**src/rtl/ahb_matrix_pkg.sv**
```systemverilog
// rtl/ahb_matrix_pkg.sv - shared AHB transfer, response and default-slave state types
package ahb_matrix_pkg;

  typedef enum logic [1:0] {
    HTRANS_IDLE   = 2'b00,
    HTRANS_BUSY   = 2'b01,
    HTRANS_NONSEQ = 2'b10,
    HTRANS_SEQ    = 2'b11
  } htrans_e;

  localparam logic HRESP_OKAY  = 1'b0;
  localparam logic HRESP_ERROR = 1'b1;

  typedef enum logic [1:0] {
    DFLT_IDLE = 2'b00,
    DFLT_ERR1 = 2'b01,
    DFLT_ERR2 = 2'b10
  } dflt_state_e;

endpackage

```
**src/rtl/ahb_default_slave.sv**
```systemverilog
// rtl/ahb_default_slave.sv - answers unmapped NONSEQ/SEQ transfers with a two-cycle ERROR
module ahb_default_slave
  import ahb_matrix_pkg::*;
(
  input  logic       HCLK,
  input  logic       HRESETn,
  input  logic       sel,
  input  logic [1:0] HTRANS,
  input  logic       HREADY,
  output logic       ready,
  output logic       resp
);

  dflt_state_e state_q, state_d;
  htrans_e     trans;
  logic        active;

  assign trans  = htrans_e'(HTRANS);
  assign active = sel && HREADY && (trans == HTRANS_NONSEQ || trans == HTRANS_SEQ);

  always_ff @(posedge HCLK or negedge HRESETn) begin
    if (!HRESETn) state_q <= DFLT_IDLE;
    else          state_q <= state_d;
  end

  always_comb begin
    state_d = state_q;
    ready   = 1'b1;
    resp    = HRESP_OKAY;
    case (state_q)
      DFLT_IDLE: if (active) state_d = DFLT_ERR1;
      DFLT_ERR1: begin
        ready   = 1'b0;
        resp    = HRESP_ERROR;
        state_d = DFLT_ERR2;
      end
      DFLT_ERR2: begin
        resp    = HRESP_ERROR;
        state_d = active ? DFLT_ERR1 : DFLT_IDLE;
      end
      default: state_d = DFLT_IDLE;
    endcase
  end

endmodule

```
**src/rtl/ahb_bus_matrix_nslave.sv**
```systemverilog
// rtl/ahb_bus_matrix_nslave.sv - single-master AHB matrix: decode, data-phase select, response mux
module ahb_bus_matrix_nslave
  import ahb_matrix_pkg::*;
#(
  parameter int NUM_SLAVES  = 4,
  parameter int ADDR_W      = 32,
  parameter int DATA_W      = 64,
  parameter logic [NUM_SLAVES*ADDR_W-1:0] SLV_BASE = '0,
  parameter logic [NUM_SLAVES*ADDR_W-1:0] SLV_MASK = '0,
  parameter int REMAP_SLAVE = 1
) (
  input  logic                         HCLK,
  input  logic                         HRESETn,
  input  logic [3:0]                   REMAP,
  input  logic                         HSELM,
  input  logic [1:0]                   HTRANSM,
  input  logic                         HWRITEM,
  input  logic [2:0]                   HSIZEM,
  input  logic [2:0]                   HBURSTM,
  input  logic [3:0]                   HPROTM,
  input  logic [DATA_W-1:0]            HWDATAM,
  input  logic [ADDR_W-1:0]            HADDRM,
  input  logic [NUM_SLAVES*DATA_W-1:0] HRDATAS,
  input  logic [NUM_SLAVES-1:0]        HRESPS,
  input  logic [NUM_SLAVES-1:0]        HREADYoutS,
  output logic [NUM_SLAVES-1:0]        HSELS,
  output logic [ADDR_W-1:0]            HADDRS,
  output logic [1:0]                   HTRANSS,
  output logic                         HWRITES,
  output logic [2:0]                   HSIZES,
  output logic [2:0]                   HBURSTS,
  output logic [3:0]                   HPROTS,
  output logic [DATA_W-1:0]            HWDATA,
  output logic                         HREADYMUXS,
  output logic [DATA_W-1:0]            HRDATAM,
  output logic                         HRESPM,
  output logic                         HREADYoutM
);

  localparam int DSEL_W = $clog2(NUM_SLAVES + 1);
  localparam logic [DSEL_W-1:0] DFLT_IDX  = DSEL_W'(NUM_SLAVES);
  localparam logic [DSEL_W-1:0] REMAP_IDX = DSEL_W'(REMAP_SLAVE);

  logic [NUM_SLAVES-1:0] hit;
  logic [DSEL_W-1:0]     dec_sel;
  logic [DSEL_W-1:0]     dsel_q, dsel_d;
  logic                  dflt_ready, dflt_resp;
  logic                  unused_remap;

  assign unused_remap = ^REMAP[3:1];

  assign HADDRS  = HADDRM;
  assign HTRANSS = HTRANSM;
  assign HWRITES = HWRITEM;
  assign HSIZES  = HSIZEM;
  assign HBURSTS = HBURSTM;
  assign HPROTS  = HPROTM;
  assign HWDATA  = HWDATAM;

  always_comb begin
    hit = '0;
    for (int i = 0; i < NUM_SLAVES; i++)
      hit[i] = (HADDRM & SLV_MASK[i*ADDR_W +: ADDR_W]) == SLV_BASE[i*ADDR_W +: ADDR_W];
  end

  // Descending scan so the lowest-indexed hit is the last assignment and wins.
  always_comb begin
    dec_sel = DFLT_IDX;
    for (int i = NUM_SLAVES - 1; i >= 0; i--)
      if (hit[i]) dec_sel = DSEL_W'(i);
    if (REMAP[0] && dec_sel == '0) dec_sel = REMAP_IDX;
    if (!HSELM) dec_sel = DFLT_IDX;
  end

  always_comb begin
    HSELS = '0;
    for (int i = 0; i < NUM_SLAVES; i++)
      HSELS[i] = (dec_sel == DSEL_W'(i));
  end

  assign dsel_d = HREADYoutM ? dec_sel : dsel_q;

  always_ff @(posedge HCLK or negedge HRESETn) begin
    if (!HRESETn) dsel_q <= DFLT_IDX;
    else          dsel_q <= dsel_d;
  end

  ahb_default_slave u_default_slave (
    .HCLK    (HCLK),
    .HRESETn (HRESETn),
    .sel     (dec_sel == DFLT_IDX && HSELM),
    .HTRANS  (HTRANSM),
    .HREADY  (HREADYoutM),
    .ready   (dflt_ready),
    .resp    (dflt_resp)
  );

  always_comb begin
    HREADYoutM = dflt_ready;
    HRESPM     = dflt_resp;
    HRDATAM    = '0;
    for (int i = 0; i < NUM_SLAVES; i++) begin
      if (dsel_q == DSEL_W'(i)) begin
        HREADYoutM = HREADYoutS[i];
        HRESPM     = HRESPS[i];
        HRDATAM    = HRDATAS[i*DATA_W +: DATA_W];
      end
    end
  end

  assign HREADYMUXS = HREADYoutM;

endmodule

```
**config.mk**
```make
export PLATFORM = sky130hd
export DESIGN_NAME = ahb_bus_matrix_nslave
export DESIGN_NICKNAME = d
export VERILOG_FILES = /design/src/rtl/ahb_matrix_pkg.sv /design/src/rtl/ahb_default_slave.sv /design/src/rtl/ahb_bus_matrix_nslave.sv
export SDC_FILE = /design/constraint.sdc
export NUM_CORES = 1
export LEC_CHECK = 0
export BUFFER_PORTS_ARGS = -buffer_cell sky130_fd_sc_hd__buf_2
export CELL_PAD_IN_SITES_DETAIL_PLACEMENT = 1
export CELL_PAD_IN_SITES_GLOBAL_PLACEMENT = 1
export CORE_AREA = 3 3 219 221
export CTS_CLUSTER_SIZE = 25
export DETAILED_ROUTE_END_ITERATION = 7
export DIE_AREA = 0 0 222 224
export PLACE_DENSITY = 0.4
export SLEW_MARGIN = 30
export SYNTH_ARGS = -nofsm -noshare
export SYNTH_HDL_FRONTEND = slang
export SYNTH_SLANG_ARGS = --single-unit
```
**constraint.sdc**
```tcl
create_clock -name HCLK -period 1.4 [get_ports HCLK]
set_input_delay 0.28 -clock HCLK [delete_from_list [all_inputs] [get_ports HCLK]]
set_output_delay 0.28 -clock HCLK [all_outputs]
set_load 0.02 [all_outputs]
```
; ---- Word-level counts from Yosys, hierarchy flattened
; Index checks and enable logic that the tools add are counted.
[op_classes]
n_eq_ne = 12
muxes = 19
n_reduce_logical = 8
[op_table]
columns = op, n
row1 = $mux W64, 4
row2 = $eq A3 B2 Y1 const B, 4
row3 = $mux W1, 12
row4 = $eq A2 B2 Y1 const B, 3
row5 = $eq A3 B1 Y1 const B, 2
row6 = $logic_not A3 Y1, 2
row7 = $pmux W2 S3, 1
row8 = $eq A3 B3 Y1 const B, 1
row9 = $logic_and A1 B1 Y1, 3
row10 = $mux W3, 1
row11 = $eq A2 B1 Y1 const B, 1
row12 = $logic_not A2 Y1, 1
row13 = $mux W2, 1
row14 = $ne A2 B1 Y1 const B, 1
row15 = $reduce_or A2 Y1, 1
row16 = $logic_or A1 B1 Y1, 1
[word_totals]
register_bits = 5
input_bits = 380
out_inout_bits = 180
word_cells = 41

; ---- Logic depth before layout (Yosys ltp)
[depth]
depth_word = 10
mapped_depth = 5
depth_no_buf = 5

; ---- By module
; A second synthesis with hierarchy kept.
[hier_totals]
cells_unflattened = 295
area_unflattened_um2 = 2197.1
[by_module_without_submodules]
columns = mod, instances, cells_each, area_per_inst_um2
row1 = ahb_bus_matrix_nslave, 1, 278, 2016.9
row2 = ahb_default_slave, 1, 17, 180.2

; ---- Worst setup path before layout
; OpenSTA, ideal clock, no wires.
[synth_path]
path_kind = flip-flop to output port
start = register dsel_q[2]
end = output HREADYoutM
arrival_ns = 1.493
required_time_ns = 1.120
path_slack_ns = -0.373
stages_incl_launch_ff = 6
path_buffers = 3
cell_sequence = dfstp_2 -> buf_2 -> buf_2 -> nor2_1 -> a21oi_1 -> buf_4
[synth_via]
elab_chain_cells = 5
elab_cells_between_ends = 8
classes_between = 3 x eq/ne / 4 x mux / 1 x reduce/logical
[synth_lines]
columns = element, line
row1 = from (decl), ahb_bus_matrix_nslave.sv:46  ; logic [DSEL_W-1:0] dsel_q, dsel_d;
row2 = from (signal assigned), ahb_bus_matrix_nslave.sv:85  ; else dsel_q <= dsel_d;
row3 = $logic_not A3 Y1, ahb_bus_matrix_nslave.sv:103  ; if (dsel_q == DSEL_W'(i)) begin
row4 = $mux W1 (3 in a row), ahb_bus_matrix_nslave.sv:103
row5 = $mux W1 (*), ahb_bus_matrix_nslave.sv:103
row6 = to (decl), ahb_bus_matrix_nslave.sv:37  ; output logic HREADYoutM
; Mark *: on every way between the ends. The rest lies on a longest branch, timed or not.

; ---- Final worst setup path
[layout_path]
start = register dsel_q[0]
end = output HRDATAM[34]
[layout_via]
elab_chain_cells = 5
elab_cells_between_ends = 8
classes_between = 3 x eq/ne / 4 x mux / 1 x reduce/logical
[layout_lines]
columns = element, line
row1 = $logic_not A3 Y1, ahb_bus_matrix_nslave.sv:103
row2 = $mux W64 (3 in a row), ahb_bus_matrix_nslave.sv:103
row3 = $mux W64 (*), ahb_bus_matrix_nslave.sv:103
row4 = to (decl), ahb_bus_matrix_nslave.sv:35  ; output logic [DATA_W-1:0] HRDATAM,
; Marked as above.

==> results_dict.tcl <==
set metrics [dict create \
    die_y_um 224 \
    violations "setup timing" \
    rsz0062_at_grt "true" \
    regToRegSetupSlack_ns 0.09 \
    grt.total_usage 0.04235 \
    vias_per_cell 2.240 \
    finalHoldViolations 0 \
    path_clk_slew_ns 0.03 \
    vdd_ir_drop_max_uv 523.9 \
    r2r_end "dsel_q[0]" \
    grt_pass1_vias 2390 \
    fill_cells 5602 \
    drv_slew 0 \
    core-area_mm2 0.04636 \
    ys_ff_latch 4 \
    fin_crit_sh 1.264 \
    port_buffers 204 \
    seq_area_frac_synth 0.04759 \
    synth.avg_cell_area_um2 7.472 \
    final_nets 783 \
    power_mw 2.320 \
    syn_inst 285 \
    fin_hold_ws_ns 0.2222 \
    h-tree-depth 1 \
    cp-start-kind "flop" \
    crit_path_cell_trace "buf_12 -> buf_4 -> mux2i_2 -> nor2_2 -> buf_2" \
    crit-reg2reg-launch "dsel_q[2]" \
    yosys_warnings 0 \
    place_congestion 0.7271 \
    arrival_ns 1.49 \
    min_period_ns 1.770 \
    wire_per_inst_um 11.75 \
    internal_power_mw 1.338 \
    clkLatencyLatePin_ns 0.23 \
    setup_viol 67 \
    overflow 0 \
    fmax_mhz 564.9 \
    clock_sinks 4 \
    first_iter_violations 36 \
    die_w_um 222 \
    register_area_um2 108.9 \
    multi_input_area_mm2 0.001149 \
    slowest_stage "dfrtp_4" \
    drc 0 \
    switching_share 0.4232 \
    via_count 2256 \
    slowest_delay_ns 0.49 \
    routed_wl_um 11830 \
    cp-endpoint "HRDATAM[34]" \
    grt_first_pass_wirelength_um 15810 \
    final_common_cell "buf_2" \
    dieArea_mm2 0.04973 \
    power_frac_seq 0.062 \
    antenna_found_initial 2 \
    critical_path_class "reg -> out" \
    clk_path_buf_depth 2 \
    synth_cell_types 18 \
    dpl.hpwl_um 9653 \
    mostFrequentLayoutCells "buf_2, mux2i_1, buf_4" \
    crit_start "dsel_q[0]" \
    switching_power_mw 0.9819 \
    worst_slack_ns -0.3702 \
    crit_required_ns 1.12 \
    synth_area_mm2 0.002130 \
    antenna_cells 0 \
    power.density_mw_per_mm2 624.8 \
    boundaryPins 560 \
    synthArstFlopShare 1.000 \
    place_ws_ns -0.2015 \
    num_rows 79 \
    cp_max_fo 22 \
    syn2layout_area_growth_pct 74.38 \
    drt-pass1-iter-count 3 \
    fin_util 0.08011 \
    maxCapViolCount 0 \
    p_clk_frac 0.200 \
    reg2reg_depth 5 \
    clock_skew_ns 0.005200 \
    cts_tree "done" \
    cts-root-buf "clkbuf_16" \
    drive_above_1_share 0.7050 \
    ys.flop_type "dfrtp_1" \
    hp-class "in -> reg" \
    start_util 0.04594 \
    status "complete, but fails checks" \
    setup_tns_ns -21.16 \
    synth_edf_count 0 \
    cts_made_buffers 3 \
    p_leak_nw 1.626 \
    pwr-share-comb 0.738 \
    detail-route-antenna-nets 0 \
    grt_max_degree 23 \
    worst_setup_path_end_kind "primary output" \
]
[area by class of cell]
class,instances,area share
Clock buffer,4,0.02123
Inverter,4,0.004043
Multi-Input combinational cell,149,0.3093
Sequential cell,4,0.02931
Tap cell,607,0.2045
Timing Repair Buffer,239,0.4316
[metal layers]
metal,global-route usage,wire length [µm],up-vias
li1,-,-,1030
met4,0.01858,464,2
met5,0.002846,10,-
met1,0.03830,3544,972
met3,0.02778,2014,60
met2,0.07423,5798,192
[per-stage QoR]
stage	std cells	cell area (µm²)
floorplan	286	2222
global placement	993	3227
detailed placement	993	3227
CTS	1005	3625
global route	1007	3714
finish	1007	3714
[cells in the mapped netlist (all sizes together) (2+ instances only)]
cell type	number	area, µm²
a21oi	3	15.01
and2	2	12.51
buf	124	989.7
clkbuf	5	18.77
dfrtp	3	75.07
ha	2	25.02
inv	4	15.01
mux2i	65	650.6
nand2	4	15.01
nor2	66	247.7
o21ai	3	15.01
[kinds of logic after synthesis]
kind of cell	Yosys count	share of synthesized area
buf+inv	133	0.4806
simple gates	72	0.1293
mux	66	0.3108
compound gates	7	0.01821
flops	4	0.04759
fa+ha+maj	2	0.01175
other cells	1	0.001761
[repair_timing]
action / CTS / global route
pin swaps: 2 / 2
gates cloned: 3 / 2
setup endpoints to repair: 67 / 67
hold buffers: 1 / 0
resized for setup: 54 / 19
setup buffers: 4 / 2
hold endpoints to repair: 3 / 0
[worst max-delay path: cells and delay by family, from the launching register on]
family	cells	cell delay [ns]
and+or+nand+nor	1	0.04
muxes	1	0.20
DFF	1	0.49
buffers and inverters	3	0.50
[power by group through the flow]
stage	sequential, mW	combinational [mW]	clock, mW
2_1_floorplan	0.127	1.36	0
3_3_place_gp	0.143	1.47	0
3_5_place_dp	0.145	1.47	0
4_1_cts	0.144	1.71	0.470
5_1_grt	0.147	1.85	0.488
6_report	0.144	1.71	0.465
[state kept, by name, indices dropped and copies added (netlist names)]
register                 count
u_default_slave.state_q      2
dsel_q                       2
[how the worst min path moves through the flow]
stage                                 endpoint  slack, ns  startpoint  cells past startpoint
floorplan                            dsel_q[0]      -0.02     HRESETn                      0
global placement    u_default_slave.state_q[0]       0.09     HRESETn                      1
detailed placement  u_default_slave.state_q[0]        0.1     HRESETn                      1
CTS                                  dsel_q[2]       0.22       HSELM                      2
global route                         dsel_q[2]       0.23       HSELM                      2
finish                               dsel_q[2]       0.22       HSELM                      2
Power figures use the tool's default switching activity.
